**src/rtl/seg7_bcd_scan_ctrl.sv**
```systemverilog
// Eight-digit seven-segment controller: sequential double-dabble binary-to-BCD conversion,
// atomic commit, and time-multiplexed scan with leading-zero blanking and overflow dashes.
module seg7_bcd_scan_ctrl #(
    parameter int unsigned w_value     = 16,
    parameter int unsigned w_digit     = 8,
    parameter int unsigned n_show      = 4,
    parameter int unsigned scan_period = 50000
) (
    input  logic               clk_i,
    input  logic               rst_i,
    input  logic [w_value-1:0] value_i,
    input  logic               value_valid_i,
    output logic               value_ready_o,
    input  logic               display_en_i,
    output logic               busy_o,
    output logic               overflow_o,
    output logic [7:0]         abcdefgh_o,
    output logic [w_digit-1:0] digit_o
);

    localparam int unsigned BcdW  = 20;
    localparam int unsigned DispW = 4 * n_show;
    localparam int unsigned CntW  = $clog2(w_value + 1);
    localparam int unsigned SelW  = (n_show > 1) ? $clog2(n_show) : 1;
    localparam int unsigned TickW = $clog2(scan_period);

    typedef enum logic [1:0] {StIdle, StConvert, StCommit} state_e;

    state_e             state_q;
    logic [w_value-1:0] bin_q;
    logic [BcdW-1:0]    bcd_q;
    logic [BcdW-1:0]    bcd_adj;
    logic [CntW-1:0]    cnt_q;
    logic [DispW-1:0]   disp_q;
    logic               ovf_q, ovf_d;
    logic               ready_q, busy_q;

    logic [TickW-1:0]   tick_q;
    logic [SelW-1:0]    sel_q;
    logic [w_digit-1:0] digit_q;
    logic [7:0]         seg_q, seg_d, seg_code;
    logic [3:0]         nib;
    logic               lead_zero, blank;

    // Add-3 correction on every nibble, applied before the shift in the same cycle.
    always_comb begin
        bcd_adj = bcd_q;
        for (int i = 0; i < 5; i++) begin
            if (bcd_q[4*i +: 4] >= 4'd5) begin
                bcd_adj[4*i +: 4] = bcd_q[4*i +: 4] + 4'd3;
            end
        end
    end

    always_comb begin
        ovf_d = 1'b0;
        for (int i = 0; i < 5; i++) begin
            if (i >= int'(n_show) && bcd_q[4*i +: 4] != 4'd0) begin
                ovf_d = 1'b1;
            end
        end
    end

    always_ff @(posedge clk_i) begin
        if (rst_i) begin
            state_q <= StIdle;
            bin_q   <= '0;
            bcd_q   <= '0;
            cnt_q   <= '0;
            disp_q  <= '0;
            ovf_q   <= 1'b0;
            ready_q <= 1'b1;
            busy_q  <= 1'b0;
        end else begin
            unique case (state_q)
                StIdle: begin
                    if (value_valid_i) begin
                        bin_q   <= value_i;
                        bcd_q   <= '0;
                        cnt_q   <= CntW'(w_value);
                        ready_q <= 1'b0;
                        busy_q  <= 1'b1;
                        state_q <= StConvert;
                    end
                end
                StConvert: begin
                    {bcd_q, bin_q} <= {bcd_adj, bin_q} << 1;
                    cnt_q          <= cnt_q - CntW'(1);
                    if (cnt_q == CntW'(1)) begin
                        state_q <= StCommit;
                    end
                end
                StCommit: begin
                    disp_q  <= bcd_q[DispW-1:0];
                    ovf_q   <= ovf_d;
                    ready_q <= 1'b1;
                    busy_q  <= 1'b0;
                    state_q <= StIdle;
                end
                default: state_q <= StIdle;
            endcase
        end
    end

    // A digit above 0 is blank when it and every higher shown digit are zero.
    always_comb begin
        nib       = 4'd0;
        lead_zero = 1'b1;
        for (int i = 0; i < int'(n_show); i++) begin
            if (SelW'(i) == sel_q) begin
                nib = disp_q[4*i +: 4];
            end
            if (i >= int'(sel_q) && disp_q[4*i +: 4] != 4'd0) begin
                lead_zero = 1'b0;
            end
        end
        blank = lead_zero && (sel_q != '0);
    end

    always_comb begin
        case (nib)
            4'd0:    seg_code = 8'hFC;
            4'd1:    seg_code = 8'h60;
            4'd2:    seg_code = 8'hDA;
            4'd3:    seg_code = 8'hF2;
            4'd4:    seg_code = 8'h66;
            4'd5:    seg_code = 8'hB6;
            4'd6:    seg_code = 8'hBE;
            4'd7:    seg_code = 8'hE0;
            4'd8:    seg_code = 8'hFE;
            4'd9:    seg_code = 8'hF6;
            default: seg_code = 8'h00;
        endcase
        if (ovf_q) begin
            seg_d = 8'h02;
        end else if (blank) begin
            seg_d = 8'h00;
        end else begin
            seg_d = seg_code;
        end
    end

    always_ff @(posedge clk_i) begin
        if (rst_i) begin
            tick_q  <= '0;
            sel_q   <= '0;
            digit_q <= w_digit'(1);
            seg_q   <= 8'hFC;
        end else begin
            if (tick_q == TickW'(scan_period - 1)) begin
                tick_q <= '0;
                sel_q  <= (sel_q == SelW'(n_show - 1)) ? '0 : sel_q + SelW'(1);
            end else begin
                tick_q <= tick_q + TickW'(1);
            end
            // Blanking only gates the pins; the scan position keeps moving.
            if (display_en_i) begin
                digit_q <= w_digit'(1) << sel_q;
                seg_q   <= seg_d;
            end else begin
                digit_q <= '0;
                seg_q   <= 8'h00;
            end
        end
    end

    assign value_ready_o = ready_q;
    assign busy_o        = busy_q;
    assign overflow_o    = ovf_q;
    assign abcdefgh_o    = seg_q;
    assign digit_o       = digit_q;

endmodule
```
**config.mk**
```make
export PLATFORM = sky130hd
export DESIGN_NAME = seg7_bcd_scan_ctrl
export DESIGN_NICKNAME = d
export VERILOG_FILES = /design/src/rtl/seg7_bcd_scan_ctrl.sv
export SDC_FILE = /design/constraint.sdc
export NUM_CORES = 1
export LEC_CHECK = 0
export BUFFER_PORTS_ARGS = -buffer_cell sky130_fd_sc_hd__buf_4
export CAP_MARGIN = 15
export CORE_MARGIN = 5
export CORE_UTILIZATION = 35
export DETAILED_ROUTE_END_ITERATION = 16
export RECOVER_POWER = 100
export SETUP_SLACK_MARGIN = 0.3
export SKIP_LAST_GASP = 1
export SLEW_MARGIN = 20
export SYNTH_ARGS = -nofsm -noshare
export SYNTH_HDL_FRONTEND = slang
export SYNTH_SLANG_ARGS = --single-unit
```
**constraint.sdc**
```tcl
create_clock -name clk_i -period 5.5 [get_ports clk_i]
set_input_delay 0.275 -clock clk_i [delete_from_list [all_inputs] [get_ports clk_i]]
set_output_delay 0.275 -clock clk_i [all_outputs]
set_load 0.05 [all_outputs]
```
Word-level counts from Yosys, hierarchy flattened:

Memory sizes are Yosys's and may differ from the RTL's.
Index checks and enable logic that the tools add are counted.

* reduce and logical (&&, ||, !) cells: 20
* muxes and demuxes: 32
* equality and inequality tests: 10
* bitwise logic cells: 1
* order comparisons: 8
* add/sub/neg operators: 8
* shifts and indexed selects: 1

Operators with widths (number)
* one-hot mux 20 bit (2 select lines): 1
* two-way mux 4 bit: 8
* one-hot mux 16 bit (2 select lines): 1
* two-way mux 8 bit: 3
* greater-or-equal comparator 4 x 3 -> 1 bit, second input constant: 5
* two-way mux 20 bit: 1
* nonzero test 4 bit: 5
* adder 16 x 1 -> 16 bit, second input constant: 1
* adder 4 x 2 -> 4 bit, second input constant: 4
* == test 16 bit, second input constant: 1
* two-way mux 16 bit: 1
* one-hot mux 5 bit (2 select lines): 1
* two-way mux 1 bit: 8
* left shift 1 x 2 -> 8 bit, first input constant: 1
* two-way mux 2 bit: 3
* AND reduction 2 bit: 3
* nonzero test 2 bit: 3
* == test 5 x 1 -> 1 bit, second input constant: 1
* two-way mux 5 bit: 1
* subtractor 5 x 1 -> 5 bit, second input constant: 1
* == test 2 bit, first input constant: 2
* == test 2 bit, second input constant: 2
* greater-or-equal comparator 1 x 2 -> 1 bit, first input constant: 2
* logical AND 1 bit: 4
* 13 further kinds: 17

* output and inout bits: 19
* word-level logic and storage cells: 96
* bits in read-only memories: 112
* memories kept: 1
* register bits after elaboration: 96
* bits of input ports: 20

Memory list
* (name not given): words 16, width 7, rd ports 1, clocked after memory_dff 0, wr ports 0, line 121 `case (nib)`

Logic depth before layout (Yosys ltp):

Gate-level depths: netlist of the first run.

* word-level depth: 10
* mapped depth: 8
* mapped depth without buffers: 8

Worst setup path after synthesis of the first run:

OpenSTA, ideal clock, no wires.

* path kind: flip-flop to flip-flop
* start point: register sel_q[1]
* end point: register seg_q[4], in the netlist abcdefgh_o[4]
* cell stages (with the launch flop): 8
* arrival: 1.988 ns
* data required time: 5.366 ns
* slack: 3.378 ns
* path buffers: 0
* cells stage by stage: dfxtp_1 > inv_1 > ha_1 > nand3b_1 > a221oi_2 > ha_1 > nor3_1 > o31ai_2

* longest elaborated chain between the ends: 10

Ends and longest elaborated chain
* from (decl): line 39 `logic [SelW-1:0] sel_q;`
* from (signal assigned): line 152 `sel_q <= (sel_q == SelW'(n_show - 1)) ? '0 : sel_q + SelW'(1);`
* branches (longest 7 deep; another with memory (16 x 7 bit))
* two-way mux 8 bit (*): line 136 `end else if (blank) begin`
* two-way mux 8 bit (*): line 134 `if (ovf_q) begin`
* two-way mux 8 bit (*): line 157 `if (display_en_i) begin`
* to (signal assigned): line 159 `seg_q <= seg_d;`
* to (decl): line 41 `logic [7:0] seg_q, seg_d, seg_code;`

Every way passes the cells marked *.
A chain may end at the register's enable or synchronous reset.

==> results of run 1 <==
metal layers:
| metal | part of all wire | global-route usage |
|---|---|---|
| met1 | 0.48 | 0.1812 |
| met2 | 0.47 | 0.2100 |
| met3 | 0.033 | 0.02356 |
| met4 | 0.014 | 0.04009 |
| met5 | 0 | 0 |
power by group through the flow:
stage	clock network (µW)	logic, µW	registers (µW)
after floorplan	0	100	734
after global placement	0	148	726
after detailed placement	0	150	727
after CTS	582	151	712
after global routing	610	160	716
final	563	144	712
layout by cell type, fill, tap and decap left out, types with 3 or more instances in the layout:
cell	netlist	routed
dfxtp_1	91	91
nand2_1	54	54
nor2_1	51	51
a21oi_1	44	44
inv_1	33	33
ha_1	20	20
buf_4	6	19
o21ai_0	18	18
clkbuf_1	20	17
xnor2_1	13	13
nor3_1	12	12
o221a_2	10	10
xor2_1	10	10
nand2b_1	9	9
clkbuf_16	0	9
nor2b_1	8	8
o31ai_1	7	7
a211oi_1	6	6
a22o_1	6	6
o22ai_1	6	6
and3_1	5	5
a222oi_1	5	5
a32o_1	5	5
conb_1	1	5
nand3b_1	4	4
o32ai_1	4	4
nand3_1	4	4
nand4_1	4	4
nor3b_1	3	3
or3_1	2	3
per-stage QoR:
step | setup WS (ns) | util
after global placement | 3.160 | 0.3829
after floorplan | 3.378 | -
after CTS | 3.078 | 0.4054
after global routing | 2.177 | 0.3994
final | 2.459 | 0.3994
after detailed placement | 3.095 | 0.3829
cell type report:
class	instances	area [µm²]
Clock inverter	5	38.79
Fill cell	1228	7154
Clock buffer	10	229.0
Tap cell	147	183.9
Timing Repair Buffer	35	202.7
Multi-Input combinational cell	341	2157
Inverter	33	123.9
Sequential cell	91	1822
flip-flops by register name, indices dropped and copies added (netlist names):
register,cells
cnt_q,5
sel_q,2
state_q,2
digit_o,4
bcd_q,20
overflow_o,1
bin_q,16
tick_q,16
disp_q,16
value_ready_o,1
abcdefgh_o,7
busy_o,1
tightest hold or removal path: stages:
cell,delay (ns)
buf_4,0.08
a222oi_1,0.07
inv_1,0.05
how the worst min path moves through the flow:
stage / startpoint / endpoint / slack (ns) / cells after the start
after floorplan: display_en_i / digit_o[0] / 0.39 / 2
after global placement: tick_q[0] / tick_q[0] / 0.44 / 1
after detailed placement: bin_q[15] / bcd_q[0] / 0.46 / 2
after CTS: value_i[8] / bin_q[8] / 0.15 / 3
after global routing: value_i[0] / bin_q[0] / 0.17 / 2
final: value_i[8] / bin_q[8] / 0.16 / 3
cell families (layout without fill, tap and decap cells):
family / after synthesis / in the layout / synth area share
mux: 1 / 1 / 0.002368
flops: 91 / 91 / 0.4309
simple gates: 168 / 168 / 0.1903
compound gates: 124 / 124 / 0.2089
xor+xnor: 23 / 23 / 0.04765
fa+ha+maj: 20 / 20 / 0.05919
other cells: 1 / 5 / 0.0008870
buf+inv: 61 / 83 / 0.05978
==> qor.csv, run 1 <==
stage,metric,value,unit
critical_path,flop-to-flop setup slack,2.86,ns
synth,synth warn,0,
synth,#FFs+latches synth,91,
timing,final slew viol count,35,
drt,post-route ant nets,0,
drt,vias per cell,5.180,
synth,sequential fraction of the synthesis area,0.4309,
timing,final worst-path cycle share,0.5529,
cells_and_area,share of layout cells above drive strength 1,0.09903,
pwr,Comb pwr share,0.102,
synth,Syn Inst Count,489,
synth,Post-synth EDFFs,0,
critical_path,CP Class,input pin to register,
cells_and_area,n_diodes,0,
critical_path,CP max FO,34,
cells_and_area,post-layout net count,551,
grt,number of global-route vias before repair,3243,
die,row cnt,40,
synth,synthesized cell area,4228,µm²
synth,top_reg_cell synth,dfxtp_1,
drt,WL per Instance,13.95,µm
placed_design,gpl congestion,0.8714,
die,Initial Util,0.3549,
pwr,Pint,1047,µW
die,core area,11910,µm²
critical_path,crit path from,rst_i,
cells_and_area,fin area,4757,µm²
clock_tree,hold buffers post-CTS,0,
die,die height,119.9,µm
pwr,Sw Ratio,0.2625,
critical_path,CP max-delay cell,clkbuf_1,
drt,Iter 0 DRT Violations,265,
synth,mean area per synthesized cell,8.646,µm²
clock_tree,TritonCTS Buffers,9,
clock_tree,clock root cell,clkbuf_16,
placed_design,post-detail-place hpwl,6607,µm
die,die area,14380,µm²
drt,WL final,9237,µm
timing,f_max,0.3289,GHz
drt,DRC viols,0,
pwr,Seq pwr share,0.502,
synth,most common cell in the netlist,dfxtp_1,
critical_path,"slowest stage delay, CP",1.09,ns
placed_design,IO Port Bufs,33,
critical_path,Worst Reg-to-Reg Cells,6,
critical_path,"delay-heaviest family, CP",buffers and inverters,
timing,Tightest Pin Transition,1.543,ns
clock_tree,post-cts gate resize count,0,
clock_tree,maximum clock path buffer count,2,
timing,final setup TNS,0,ns
clock_tree,CTS tree,done,
drt,drt pass-1 iters,4,
timing,Fin. Hold Viols,0,
die,die width,119.9,µm
grt,first-pass GRT wire length,15600,µm
timing,Rel. slew slack,-0.02839,
pwr,VDD IR max,0.1433,mV
clock_tree,Post-CTS Setup Bufs,0,
synth,area share of the largest cell type after synthesis,0.4309,
clock_tree,clk sinks,91,
critical_path,CP Data Arrival Time,3.27,ns
critical_path,r2r endpoint,abcdefgh_o[4],
pwr,PwrDens,298.4,nW/µm²
critical_path,"Cell Chain, Critical Path","clkbuf_1, inv_1, nand2b_1, o31ai_1, a32o_1",
critical_path,Critical Path RT,5.73,ns
placed_design,placed insts,647,
die,I/O pins,39,
grt,GRT overflow,0,
clock_tree,Worst-Skew Late Latency,0.33,ns
worst_hold_path,Hold WC Path Type,input pin to register,
pwr,clock share of power,0.397,
placed_design,placement-stage cell area,4561,µm²
critical_path,crit path launch type,input pin,
drt,via count,3429,
synth,synth unique cells,50,
critical_path,WP depth,5,
synth,ys async rst share,0,
critical_path,Critical path buffers and inverters,2,
timing,hold slack,0.1588,ns
grt,initial antenna violation count,0,
flow_run,number of max-cap violations,1,
cells_and_area,fin cells,662,
clock_tree,H-tree levels,3,
critical_path,R2R Path Start,sel_q[1],
synth,Synth area leaders,"dfxtp_1, ha_1, a21oi_1",
critical_path,Critical Path End,bcd_q[15],
cells_and_area,Area Growth Syn to Fin,12.52,%
synth,Yosys top cell by area,dfxtp_1,
pwr,total chip power,1420,µW
pwr,static leakage,0.001824,µW
critical_path,critical path capture point type,register,
outcome,failing checks,"capacitance limit, slew limit",
grt,largest net degree at the start of global routing,35,
outcome,status,"complete, but fails checks",
clock_tree,Clock Pin Slew Worst Setup and Hold Paths,0.07,ns
timing,Setup Skew,0.009466,ns
timing,RSZ-0062 raised after global routing,no,
timing,"Min Clock Period, post-route",3.041,ns
synth,synth cell count leaders,"dfxtp_1, nand2_1, nor2_1",
grt,Overall Global Routing Usage,0.1316,
pwr,switching power,372.6,µW
timing,final setup violating endpoints,0,
Power figures use the tool's default switching activity.
==> inputs of run 2 (changes only) <==
==> constraint.sdc (replaced) <==
create_clock -name clk_i -period 3 [get_ports clk_i]
set_input_delay 0.15 -clock clk_i [delete_from_list [all_inputs] [get_ports clk_i]]
set_output_delay 0.15 -clock clk_i [all_outputs]
set_load 0.05 [all_outputs]
==> run 2 against run 1 <==
The run now ends clean. Count of clock-buffer cells in the layout is 1 lower. Combinational power increased by 86%. Final cell count rose by 1.1%. Via count increased by 1.1%. Sequential power rose by 84%. Critical path type is now register to register.
==> qor.csv, run 2 (same netlist as run 1, synthesis figures left out) <==
stage,metric,value,unit,change
timing,Fin. Hold Viols,0,,unchanged
critical_path,CP max FO,9,,-74%
die,die width,119.9,µm,unchanged
cells_and_area,share of layout cells above drive strength 1,0.1092,,+0.01017
drt,DRC viols,0,,unchanged
drt,vias per cell,5.184,,about the same
drt,top sig layer,met4,,
clock_tree,CTS tree,done,,
critical_path,Critical Path RT,3.22,ns,-2.51 ns
drt,WL per Instance,14.07,µm,+0.87%
die,core area,11910,µm²,unchanged
cells_and_area,"commonest non-fill, non-tap cells in the layout","dfxtp_1, nand2_1, nor2_1",,
cells_and_area,"most common cell after layout, fill and taps aside",dfxtp_1,,
cells_and_area,Area Growth Syn to Fin,13.50,%,
die,I/O pins,39,,unchanged
grt,first-pass GRT wire length,15820,µm,+1.4%
timing,final setup TNS,0,ns,unchanged
critical_path,critical path capture point type,register,,
drt,Iter 0 DRT Violations,240,,-9.4%
clock_tree,maximum clock path buffer count,2,,unchanged
clock_tree,post-cts gate resize count,0,,unchanged
drt,via count,3468,,+1.1%
die,die area,14380,µm²,unchanged
die,die height,119.9,µm,unchanged
critical_path,flop-to-flop setup slack,0.57,ns,-2.29 ns
outcome,status,"finished, final reports clean",,
grt,number of global-route vias before repair,3305,,+1.9%
worst_hold_path,Hold WC Path Type,input pin to register,,
timing,final setup violating endpoints,0,,unchanged
critical_path,CP Data Arrival Time,2.66,ns,-0.61 ns
drt,WL final,9416,µm,+1.9%
critical_path,"slowest stage delay, CP",0.53,ns,-0.56 ns
drt,post-route ant nets,0,,unchanged
drt,wl on met1,4574,µm,+2.2%
placed_design,gpl congestion,0.8837,,+1.4%
die,row cnt,40,,unchanged
die,Initial Util,0.3549,,unchanged
drt,DR WL met3,332,µm,+8.5%
cells_and_area,Final Util,0.4028,,+0.003466
critical_path,CP Class,register to register,,
cells_and_area,post-layout net count,557,,+1.1%
drt,DR WL met2,4292,µm,-0.85%
critical_path,crit path launch type,register,,
placed_design,post-detail-place hpwl,6723,µm,+1.8%
clock_tree,hold buffers post-CTS,0,,unchanged
drt,drt pass-1 iters,5,,+1
timing,Tightest Pin Transition,0.9655,ns,-0.5771 ns
timing,"Min Clock Period, post-route",2.433,ns,
pwr,total chip power,2609,µW,+84%
critical_path,CP max-delay cell,a221oi_2,,
critical_path,Crit path top cell by count,ha_1,,
grt,GRT overflow,0,,unchanged
pwr,static leakage,0.001844,µW,+1.1%
timing,Setup Skew,0.008993,ns,-0.0004732 ns
timing,final worst-path cycle share,0.8111,,
placed_design,placement-stage cell area,4606,µm²,+0.99%
grt,initial antenna violation count,0,,unchanged
grt,largest net degree at the start of global routing,35,,unchanged
cells_and_area,max reg flops,20,,unchanged
timing,f_max,0.4110,GHz,
flow_run,number of max-cap violations,0,,-1
clock_tree,H-tree levels,3,,unchanged
critical_path,Critical path buffers and inverters,1,,-1
clock_tree,TritonCTS Buffers,9,,unchanged
timing,Rel. slew slack,0.3563,,+0.3847
clock_tree,clk sinks,91,,unchanged
placed_design,IO Port Bufs,33,,unchanged
timing,RSZ-0062 raised after global routing,no,,
cells_and_area,Fill cells,1192,,-2.9%
pwr,PwrDens,543.7,nW/µm²,+82%
critical_path,"delay-heaviest family, CP",adder cells,,
cells_and_area,most flop-heavy register,bcd_q,,
cells_and_area,n_diodes,0,,unchanged
clock_tree,clock root cell,clkbuf_16,,
critical_path,"Cell Chain, Critical Path","inv_1, ha_1, nand3b_1, a221oi_2, ha_1, nor3_1, o31ai_2",,
clock_tree,Clock Pin Slew Worst Setup and Hold Paths,0.06,ns,about the same
pwr,VDD IR max,0.2490,mV,+74%
cells_and_area,fin area,4798,µm²,+0.87%
grt,Overall Global Routing Usage,0.1355,,+0.003850
clock_tree,Worst-Skew Late Latency,0.35,ns,+0.02 ns
timing,final slew viol count,0,,-100%
clock_tree,Post-CTS Setup Bufs,0,,unchanged
-- run 2: stage by stage --
stage | instances | hold slack (ns) | setup WS (ns)
final | 669 | 0.02571 | 0.5668
after global routing | 669 | 0.03247 | 0.3872
after CTS | 669 | 0.02140 | 0.5674
after detailed placement | 653 | 0.3716 | 0.5831
after global placement | 653 | 0.3699 | 0.7113
after floorplan | 493 | 0.2615 | 0.8779
-- run 2: path summary, 6_finish.rpt --
| check | startpoint | endpoint | cells past startpoint |
|---|---|---|---|
| max | sel_q[1] | abcdefgh_o[4] | 7 |
| min | value_i[0] | bin_q[0] | 2 |
| max reg2reg | sel_q[1] | abcdefgh_o[4] | 7 |
| min reg2reg | bin_q[15] | bcd_q[0] | 2 |
-- run 2: power breakdown --
group	switching (µW)	internal (µW)	total [µW]	leakage [µW]
sequential	45.5	1260	1310	0.000741
combinational	168	100	268	0.000971
clock	478	558	1040	0.000131
total	691	1920	2610	0.00184
-- run 2: final cells by class --
| cell class | count | area (µm²) | area share |
|---|---|---|---|
| Sequential cell | 91 | 1822 | 0.3797 |
| Timing Repair Buffer | 41 | 236.5 | 0.04928 |
| Tap cell | 147 | 183.9 | 0.03833 |
| Clock inverter | 7 | 43.79 | 0.009126 |
| Clock buffer | 9 | 225.2 | 0.04694 |
| Inverter | 33 | 123.9 | 0.02581 |
| Multi-Input combinational cell | 341 | 2163 | 0.4508 |
-- run 2: layer usage --
| metal | up-vias | GRT usage |
|---|---|---|
| met5 | - | 0 |
| met4 | 0 | 0.05369 |
| met3 | 15 | 0.03016 |
| met2 | 57 | 0.2125 |
| met1 | 1636 | 0.1808 |
| li1 | 1760 | - |
